## src/rtl/sipo_word_assembler.sv

```systemverilog
`default_nettype none
// ============================================================================
// Module   : sipo_word_assembler
// Brief    : Framed serial-to-parallel word assembler with optional even parity.
// Revision : 1.0 - initial release
// ============================================================================
module sipo_word_assembler #(
    parameter int WIDTH     = 4,
    parameter int MSB_FIRST = 1,
    parameter int PARITY_EN = 1
) (
    input  logic             clk,
    input  logic             rstn,
    input  logic             sin,
    input  logic             en,
    input  logic             start,
    output logic [WIDTH-1:0] dout,
    output logic             valid,
    output logic             perr,
    output logic             busy
);

    localparam int                 c_cnt_w = $clog2(WIDTH + 1);
    localparam logic [c_cnt_w-1:0] c_last  = c_cnt_w'(WIDTH - 1);
    localparam logic [c_cnt_w-1:0] c_one   = c_cnt_w'(1);

    typedef enum logic [1:0] {
        S_IDLE   = 2'd0,
        S_SHIFT  = 2'd1,
        S_PARITY = 2'd2
    } state_t;

    state_t             r_state;
    logic [WIDTH-1:0]   r_sr;
    logic [c_cnt_w-1:0] r_cnt;
    logic [WIDTH-1:0]   w_sr_next;

    generate
        if (MSB_FIRST != 0) begin : g_msb_first
            assign w_sr_next = {r_sr[WIDTH-2:0], sin};
        end else begin : g_lsb_first
            assign w_sr_next = {sin, r_sr[WIDTH-1:1]};
        end
    endgenerate

    always_ff @(posedge clk or negedge rstn) begin
        if (!rstn) begin
            r_state <= S_IDLE;
            r_sr    <= '0;
            r_cnt   <= '0;
            dout    <= '0;
            valid   <= 1'b0;
            perr    <= 1'b0;
            busy    <= 1'b0;
        end else begin
            valid <= 1'b0;
            // start has priority in every state: it opens or restarts a frame
            if (start) begin
                r_state <= S_SHIFT;
                r_sr    <= '0;
                r_cnt   <= '0;
                busy    <= 1'b1;
            end else begin
                case (r_state)
                    S_IDLE: begin
                        busy <= 1'b0;
                    end
                    S_SHIFT: begin
                        if (en) begin
                            r_sr  <= w_sr_next;
                            r_cnt <= r_cnt + c_one;
                            if (r_cnt == c_last) begin
                                if (PARITY_EN != 0) begin
                                    r_state <= S_PARITY;
                                end else begin
                                    dout    <= w_sr_next;
                                    perr    <= 1'b0;
                                    valid   <= 1'b1;
                                    busy    <= 1'b0;
                                    r_state <= S_IDLE;
                                end
                            end
                        end
                    end
                    S_PARITY: begin
                        if (en) begin
                            dout    <= r_sr;
                            perr    <= (^r_sr) ^ sin;
                            valid   <= 1'b1;
                            busy    <= 1'b0;
                            r_state <= S_IDLE;
                        end
                    end
                    default: begin
                        r_state <= S_IDLE;
                        busy    <= 1'b0;
                    end
                endcase
            end
        end
    end

endmodule
`default_nettype wire

```

## config.mk

```make
export PLATFORM = sky130hd
export DESIGN_NAME = sipo_word_assembler
export DESIGN_NICKNAME = d
export VERILOG_FILES = /design/src/rtl/sipo_word_assembler.sv
export SDC_FILE = /design/constraint.sdc
export NUM_CORES = 1
export LEC_CHECK = 0
export ABC_AREA = 1
export CORE_MARGIN = 4
export CORE_UTILIZATION = 40
export CTS_BUF_LIST = sky130_fd_sc_hd__clkbuf_4 sky130_fd_sc_hd__clkbuf_8 sky130_fd_sc_hd__clkbuf_16
export CTS_CLUSTER_DIAMETER = 200
export DETAILED_ROUTE_END_ITERATION = 10
export SLEW_MARGIN = 10
export SYNTH_ARGS = -nofsm -noshare
export SYNTH_HDL_FRONTEND = slang
export SYNTH_SLANG_ARGS = --single-unit
```

## constraint.sdc

```tcl
create_clock -name clk -period 1.6 [get_ports clk]
set_clock_uncertainty 0.15 [all_clocks]
set_input_delay 0.16 -clock clk [delete_from_list [all_inputs] [get_ports clk]]
set_output_delay 0.16 -clock clk [all_outputs]
set_load 0.03 [all_outputs]
```

; ---- Word level (Yosys, flattened, before mapping)
; Cells that the tools add are included.
[op_classes]
bitwise_logic = 2
n_mux = 17
reduce_logical = 8
n_addsub = 1
eq_ne = 8
[op_table]
columns = cell, count
row1 = $mux 4, 3
row2 = $mux 3, 3
row3 = $ne 3x3->1 const B, 3
row4 = $mux 2, 4
row5 = $pmux 2 s3, 1
row6 = $mux 1, 5
row7 = $ne 2x2->1 const B, 2
row8 = $reduce_and 2->1, 2
row9 = $reduce_and 4->1, 1
row10 = $reduce_bool 2->1, 2
row11 = $reduce_xor 4->1, 1
row12 = $add 3x1->3 const B, 1
row13 = $eq 3x2->1 const B, 1
row14 = $reduce_and 3->1, 1
row15 = $eq 2x1->1 const B, 1
row16 = $eq 2x2->1 const B, 1
row17 = $logic_not 2->1, 1
row18 = $pmux 1 s2, 1
row19 = $not 1->1, 1
row20 = $xor 1x1->1, 1
[totals]
out_inout_bits = 7
inputBits = 5
register_bits = 16

; ---- Longest topological paths before layout
; Gate-level depths: netlist of run 1.
[logic_depth]
depth_word = 5
depth_mapped = 7
depth_no_buf = 7

; ---- Worst setup path after synthesis of run 1
; No wires, ideal clock.
[synth_path]
path_type = reg2reg
from = register r_cnt[0]
to = register r_state[1]
path_stages_with_launch = 7
arrival_ns = 0.964
path_slack_ns = 0.362
synth_period_minus_slack_ns = 1.238
setup_ns = 0.124
t_required_ns = 1.326
cell_sequence = dfrtp_1 ha_1 ha_1 nand2_1 nand3_1 nand3_2 o21ai_1
[synth_between]
elab_chain_cells = 3
[synth_lines]
columns = item, line_no
row1 = "start, declared", 35  ; logic [c_cnt_w-1:0] r_cnt;
row2 = "start signal, assigned", 71  ; r_cnt <= r_cnt + c_one;
row3 = $eq 3x2->1, 72  ; if (r_cnt == c_last) begin
row4 = $ne 3x3->1 (no line), n/a
row5 = $reduce_and 4->1 (no line), n/a
row6 = "end signal, assigned", 74  ; r_state <= S_PARITY;
row7 = "end signal, assigned", 80  ; r_state <= S_IDLE;
row8 = "end signal, assigned", 91  ; r_state <= S_IDLE;
row9 = "end, declared", 33  ; state_t r_state;
; No other way between the ends.
; A chain may end at the register's enable or synchronous reset.

; ---- Final worst setup path of run 1
[layout_path]
from = register dout[1]
to = output dout[1]
[layout_lines]
columns = item, line_no
row1 = "start, declared", 17  ; output logic [WIDTH-1:0] dout,
row2 = "start signal, assigned", 76  ; dout <= w_sr_next;
row3 = "start signal, assigned", 87  ; dout <= r_sr;
; No word-level cell between the ends.

==> impl_results.md, run 1 <==
* RSZ-0062 raised after global routing: no
* H-tree depth at 1
* Setup bufs post-CTS at 0
* Setup TNS at 0 ns
* # hold bufs at CTS at 0
* Final period utilization at 0.840
* R2R cell count at 7
* Routed Antenna Nets at 0
* Max Cap Viol at 0
* Core area at 1800 um^2
* Vias at 598
* ANT cells at 0
* Synth warn at 0
* Nets at 114
* Die area at 2750 um^2
* Bufs and invs on worst path at 1
* Crit Reg-Reg Startpoint: r_cnt[0]$_DFFE_PN0P_
* Filler instances at 178
* Sink Count at 16
* Cts bufs inserted at 3
* Status: complete, no violations
* Seq cells post-synth at 16
* Rows at 15
* Final hold viol count at 0
* Reg2reg end: r_state[0]$_DFFE_PN0P_
* Hold Crit Class: input pin to asynchronous set/reset pin
* Number of global-route vias before repair at 536
* Sequential share of the synthesized area at 0.507
* Clk buf depth at 2
* Final worst path period need at 1.34 ns
* Gr ovfl total at 0
* CP top delay family: buffers and inverters
* Hold WS at 0.0345 ns
* Starting Density at 0.438
* Fin. max-slew vios at 0
* First-pass GRT wire length at 2190 um
* PortBufs at 11
* Drt first pass iters at 4
* Endpoints failing setup at 0
* Syn Area/Cell at 8.68 um^2
* CP arrival at 1.03 ns
* Clk Tree Root Cell: clkbuf_4
* DRC at 0
* DP Area at 927 um^2
* Synth Cell Area at 790 um^2
* Placer congestion estimate at 0.746
* Actual slew at the worst max-slew pin at 0.316 ns
* CTS tree: yes
* Die Wd at 52.4 um
* Synth cell types at 16
* Final Non-Filler Cells at 130
* Placed wire-length estimate at 1020 um
* Clock slew at reported path FFs at 0.09 ns
* Die height at 52.4 um
* Ratio of cells with drive above 1 in the final layout at 0.152
* P_leak at 0.000490 uW
* CP required at 1.29 ns
* Most common cell after layout, fill and taps aside: nand2_1
* CP Cell Sequence: dlygate4sd2_1
* Power Density at 882 nW/um^2
* Routed WL at 1320 um
* Worst-Skew Late Latency at 0.28 ns
* CP startpoint kind: flip-flop
* CP max FO at 2
* Post-synth net total at 98
* DRT iter0 DRCs at 8
* Synthesis-to-finish area growth at 19.7%
* Slew headroom at 0.789
* Peak supply drop at 0.491 mV
* Cell at the slowest stage of the critical path: dlygate4sd2_1
* Most frequent cells in the layout: nand2_1, dfrtp_1, o21ai_1, nand3_1, inv_1
* Cells after Synth at 91
* Largest net degree at the start of global routing at 17
* Wire per inst at 10.2 um
* Via/cell ratio at 4.60
* Initial antenna violation count at 0
* GRT Overall Usage at 0.114
* IO Count at 12
* Flop2flop setup slack at 0.28 ns
* Placed insts at 127
* Worst setup path class: flip-flop to output pin
* Worst path max stage delay at 0.40 ns
* FMAX at 744 MHz
* Final Cell Area at 945 um^2
* Crit end category: output pin
how the worst max path moves through the flow:
stage,from,endpoint,slack (ns),cells after the start
final,dout[1]$_DFFE_PN0P_,dout[1],0.26,1
after floorplan,r_cnt[0]$_DFFE_PN0P_,r_state[1]$_DFFE_PN0P_,0.36,6
after global placement,start,perr$_DFFE_PN0P_,0.15,6
after global routing,r_cnt[0]$_DFFE_PN0P_,r_state[0]$_DFFE_PN0P_,0.18,7
after detailed placement,start,perr$_DFFE_PN0P_,0.12,6
after CTS,valid$_DFF_PN0_,valid,0.006,1
metrics by stage:
step / utilization / power [uW] / worst slack, ns
detailed placement: 0.515 / 645 / 0.115
global route: 0.524 / 879 / 0.177
finish: 0.524 / 833 / 0.256
global placement: 0.515 / 645 / 0.145
CTS: 0.523 / 843 / 0.00582
floorplan: - / 575 / 0.362
layout make-up:
class | instances | area [um^2] | share of cell area
clock buffer | 3 | 22.5 | 0.0238
multi-input combinational | 61 | 327 | 0.346
tap | 25 | 31.3 | 0.0331
timing repair buffer | 12 | 113 | 0.119
sequential | 16 | 400 | 0.424
inverter | 13 | 51.3 | 0.0543
logic make-up after synthesis:
kind of cell	count (synthesis)	synth area share
AO/OA/AOI/OAI	12	0.0761
XOR/XNOR	2	0.0222
adder cells (fa/ha/maj)	2	0.0317
buffers and inverters	14	0.0792
flip-flops	16	0.507
AND/OR/NAND/NOR	45	0.284
flip-flops by register name, summed over array words and instances (netlist names):
| signal | flops |
|---|---|
| busy | 1 |
| r_sr | 4 |
| perr | 1 |
| r_state | 2 |
| valid | 1 |
| dout | 4 |
| r_cnt | 3 |
per-layer routing:
layer | GRT usage | vias to the layer above | share of wire | wire length, um
li1 | - | 324 | - | -
met5 | 0 | - | 0 | 0
met2 | 0.159 | 9 | 0.41 | 542
met4 | 0.102 | 0 | 0.033 | 44
met1 | 0.143 | 261 | 0.51 | 676
met3 | 0.0256 | 4 | 0.045 | 60
power by group:
| group | switching (uW) | internal, uW | total, uW |
|---|---|---|---|
| Combinational | 111 | 59.9 | 171 |
| Sequential | 18.5 | 433 | 452 |
| Clock | 123 | 87.4 | 210 |
| Total | 252 | 581 | 833 |
synthesized netlist by cell type (all sizes together):
master   n  area share
clkinv   2       0.013
o21ai   12       0.076
nand3   14        0.11
ha       2       0.032
dfrtp   16        0.51
xnor2    1       0.011
inv     11       0.052
nand2   27        0.15
buf      1       0.014
nor2     4       0.025
xor2     1       0.011
what timing repair did:
item	CTS	global route
hold endpoints to repair	0	0
cloned	0	0
gates resized for setup	6	1
setup endpoints to repair	6	1
(Power assumes the default switching activity.)
==> run 2: changes to the inputs <==
- clock period: 1.6 -> 1.4 ns (I/O delays scaled with it)
==> run 2 against run 1 <==
Effect of this change: sequential cell count unchanged; die area is the same; clock power is 45% higher; sequential share of layout area decreased by 2.2 points.
==> impl_results.md, run 2 (same netlist as run 1, synthesis figures left out) <==
* Status: complete, no violations
* Worst path max stage delay at 0.40 ns (about the same)
* Final period utilization at 0.951
* R2R cell count at 6 (-1)
* Cell at the slowest stage of the critical path: dlygate4sd2_1
* Biggest regs: dout x4, r_sr x4, r_cnt x3
* Final Cell Area at 997 um^2 (+5.6%)
* Ratio of cells with drive above 1 in the final layout at 0.191 (+0.0385)
* Core area at 1800 um^2 (unchanged)
* PortBufs at 11 (unchanged)
* H-tree depth at 1 (unchanged)
* Starting Density at 0.438 (unchanged)
* Clk Tree Root Cell: clkbuf_4
* CTS tree: yes
* Placer congestion estimate at 0.753 (+0.82%)
* Final hold viol count at 0 (unchanged)
* Number of global-route vias before repair at 608 (+13%)
* Cts bufs inserted at 3 (unchanged)
* IO Count at 12 (unchanged)
* Placed wire-length estimate at 1070 um (+4.8%)
* First-pass GRT wire length at 2620 um (+19%)
* CP required at 1.11 ns (-0.18 ns)
* Final worst slack at 0.0679 ns (-0.188 ns)
* Power Density at 1040 nW/um^2 (+18%)
* Bufs and invs on worst path at 1 (unchanged)
* Routed Antenna Nets at 0 (unchanged)
* Worst setup path start: dout[0]$_DFFE_PN0P_
* Hold Crit Class: input pin to asynchronous set/reset pin
* Synthesis-to-finish area growth at 26.3%
* Slew headroom at 0.794 (+0.00494)
* Actual slew at the worst max-slew pin at 0.310 ns (-0.00567 ns)
* Fin. max-slew vios at 0 (unchanged)
* Setup TNS at 0 ns (unchanged)
* DRC at 0 (unchanged)
* Clock slew at reported path FFs at 0.09 ns (about the same)
* M1 WL at 702 um (+3.8%)
* Multi-input gate area at 327 um^2 (unchanged)
* CP arrival at 1.04 ns (about the same)
* ANT cells at 0 (unchanged)
* Metal2 WL at 602 um (+11%)
* CP startpoint kind: flip-flop
* Nets at 118 (+3.5%)
* Filler instances at 175 (-1.7%)
* Reg2reg end: r_state[1]$_DFFE_PN0P_
* CP Cell Sequence: dlygate4sd2_1
* Routed WL at 1390 um (+4.7%)
* Clk buf depth at 2 (unchanged)
* Rows at 15 (unchanged)
* Register area at 400 um^2 (unchanged)
* Worst setup path class: flip-flop to output pin
* Flop2flop setup slack at 0.08 ns (-0.20 ns)
* Met3 wire length at 61 um (+1.7%)
* Die height at 52.4 um (unchanged)
* Crit Reg-Reg Startpoint: r_cnt[0]$_DFFE_PN0P_
* Max Cap Viol at 0 (unchanged)
* Sink Count at 16 (unchanged)
* DP Area at 962 um^2 (+3.8%)
* Critical path depth in cells at 1 (unchanged)
* Worst-Skew Late Latency at 0.28 ns (about the same)
* Endpoints failing setup at 0 (unchanged)
* Wire per inst at 10.3 um (+0.81%)
* GRT Overall Usage at 0.129 (+0.0154)
* Drt first pass iters at 4 (unchanged)
* Die area at 2750 um^2 (unchanged)
* Place WS at -0.00980 ns (-0.125 ns)
* Tot Pwr at 1030 uW (+24%)
* Crit end category: output pin
* Crit path to: dout[0]
* Die Wd at 52.4 um (unchanged)
* Max Used Layer: met4
* FMAX at 751 MHz
* Via/cell ratio at 4.73 (+2.7%)
* Most frequent cells in the layout: nand2_1, dfrtp_1, o21ai_1, nand3_1
* Largest net degree at the start of global routing at 17 (unchanged)
* CP top delay family: buffers and inverters
* RSZ-0062 raised after global routing: no
* DRT iter0 DRCs at 14 (+6)
* Vias at 638 (+6.7%)
* P_leak at 0.000508 uW (+3.6%)
* Most common cell after layout, fill and taps aside: nand2_1
* Peak supply drop at 0.621 mV (+27%)
* Initial antenna violation count at 0 (unchanged)
* # hold bufs at CTS at 0 (unchanged)
* CP max FO at 2 (unchanged)
* Final worst path period need at 1.33 ns
* Gr ovfl total at 0 (unchanged)
* Hold WS at 0.0147 ns (-0.0198 ns)
run 2: cell types whose count changed in the layout (fill, tap and decap cells not counted):
| cell | delta |
|---|---|
| buf_12 | +1 |
| buf_4 | +3 |
| clkbuf_8 | +1 |
| dlygate4sd2_1 | +1 |
| dlymetal6s2s_1 | -1 |
run 2: worst min-delay path by stage:
stage	from	endpoint	slack, ns	cells past startpoint
floorplan	rstn	busy$_DFFE_PN0P_	-0.31	0
global placement	busy$_DFFE_PN0P_	busy$_DFFE_PN0P_	0.31	2
finish	rstn	busy$_DFFE_PN0P_	0.01	2
detailed placement	busy$_DFFE_PN0P_	busy$_DFFE_PN0P_	0.31	2
CTS	rstn	dout[1]$_DFFE_PN0P_	0.02	2
global route	rstn	r_sr[2]$_DFFE_PN0P_	0.02	2
run 2: power by group:
part	switching [uW]	internal [uW]	leakage (uW)
Combinational	131	81.1	0.000273
Sequential	20.9	495	0.000214
Clock	147	158	0.0000210
Total	299	735	0.000508
run 2: timing repair:
action                     4_1_cts  5_1_grt
setup endpoints to repair        7        1
resized for setup                7        0
buffers inserted                 0        1
run 2: per-stage QoR:
| step | utilization | std cells |
|---|---|---|
| final | 0.553 | 135 |
| after global routing | 0.553 | 135 |
| after CTS | 0.549 | 134 |
| after detailed placement | 0.534 | 130 |
| after global placement | 0.534 | 130 |
| after floorplan | - | 91 |
run 2: worst register-to-register path, stage by stage (launching register included):
cell	delay [ns]
dfrtp_1	0.39
ha_1	0.21
ha_1	0.18
nand2_1	0.06
nand3_1	0.07
nand3_2	0.09
o21ai_1	0.06
run 2: cell type report:
type,count,share of cell area
flip-flops and latches,16,0.402
multi-input cells,61,0.327
repair buffers,16,0.152
inverters,13,0.0514
clock buffers,4,0.0364
well taps,25,0.0314
run 2: routing by layer:
layer  global-route usage  vias to the layer above
li1                     -                      331
met1                0.180                      292
met2                0.188                       11
met3               0.0256                        4
met4               0.0638                        0
met5                    0                        -
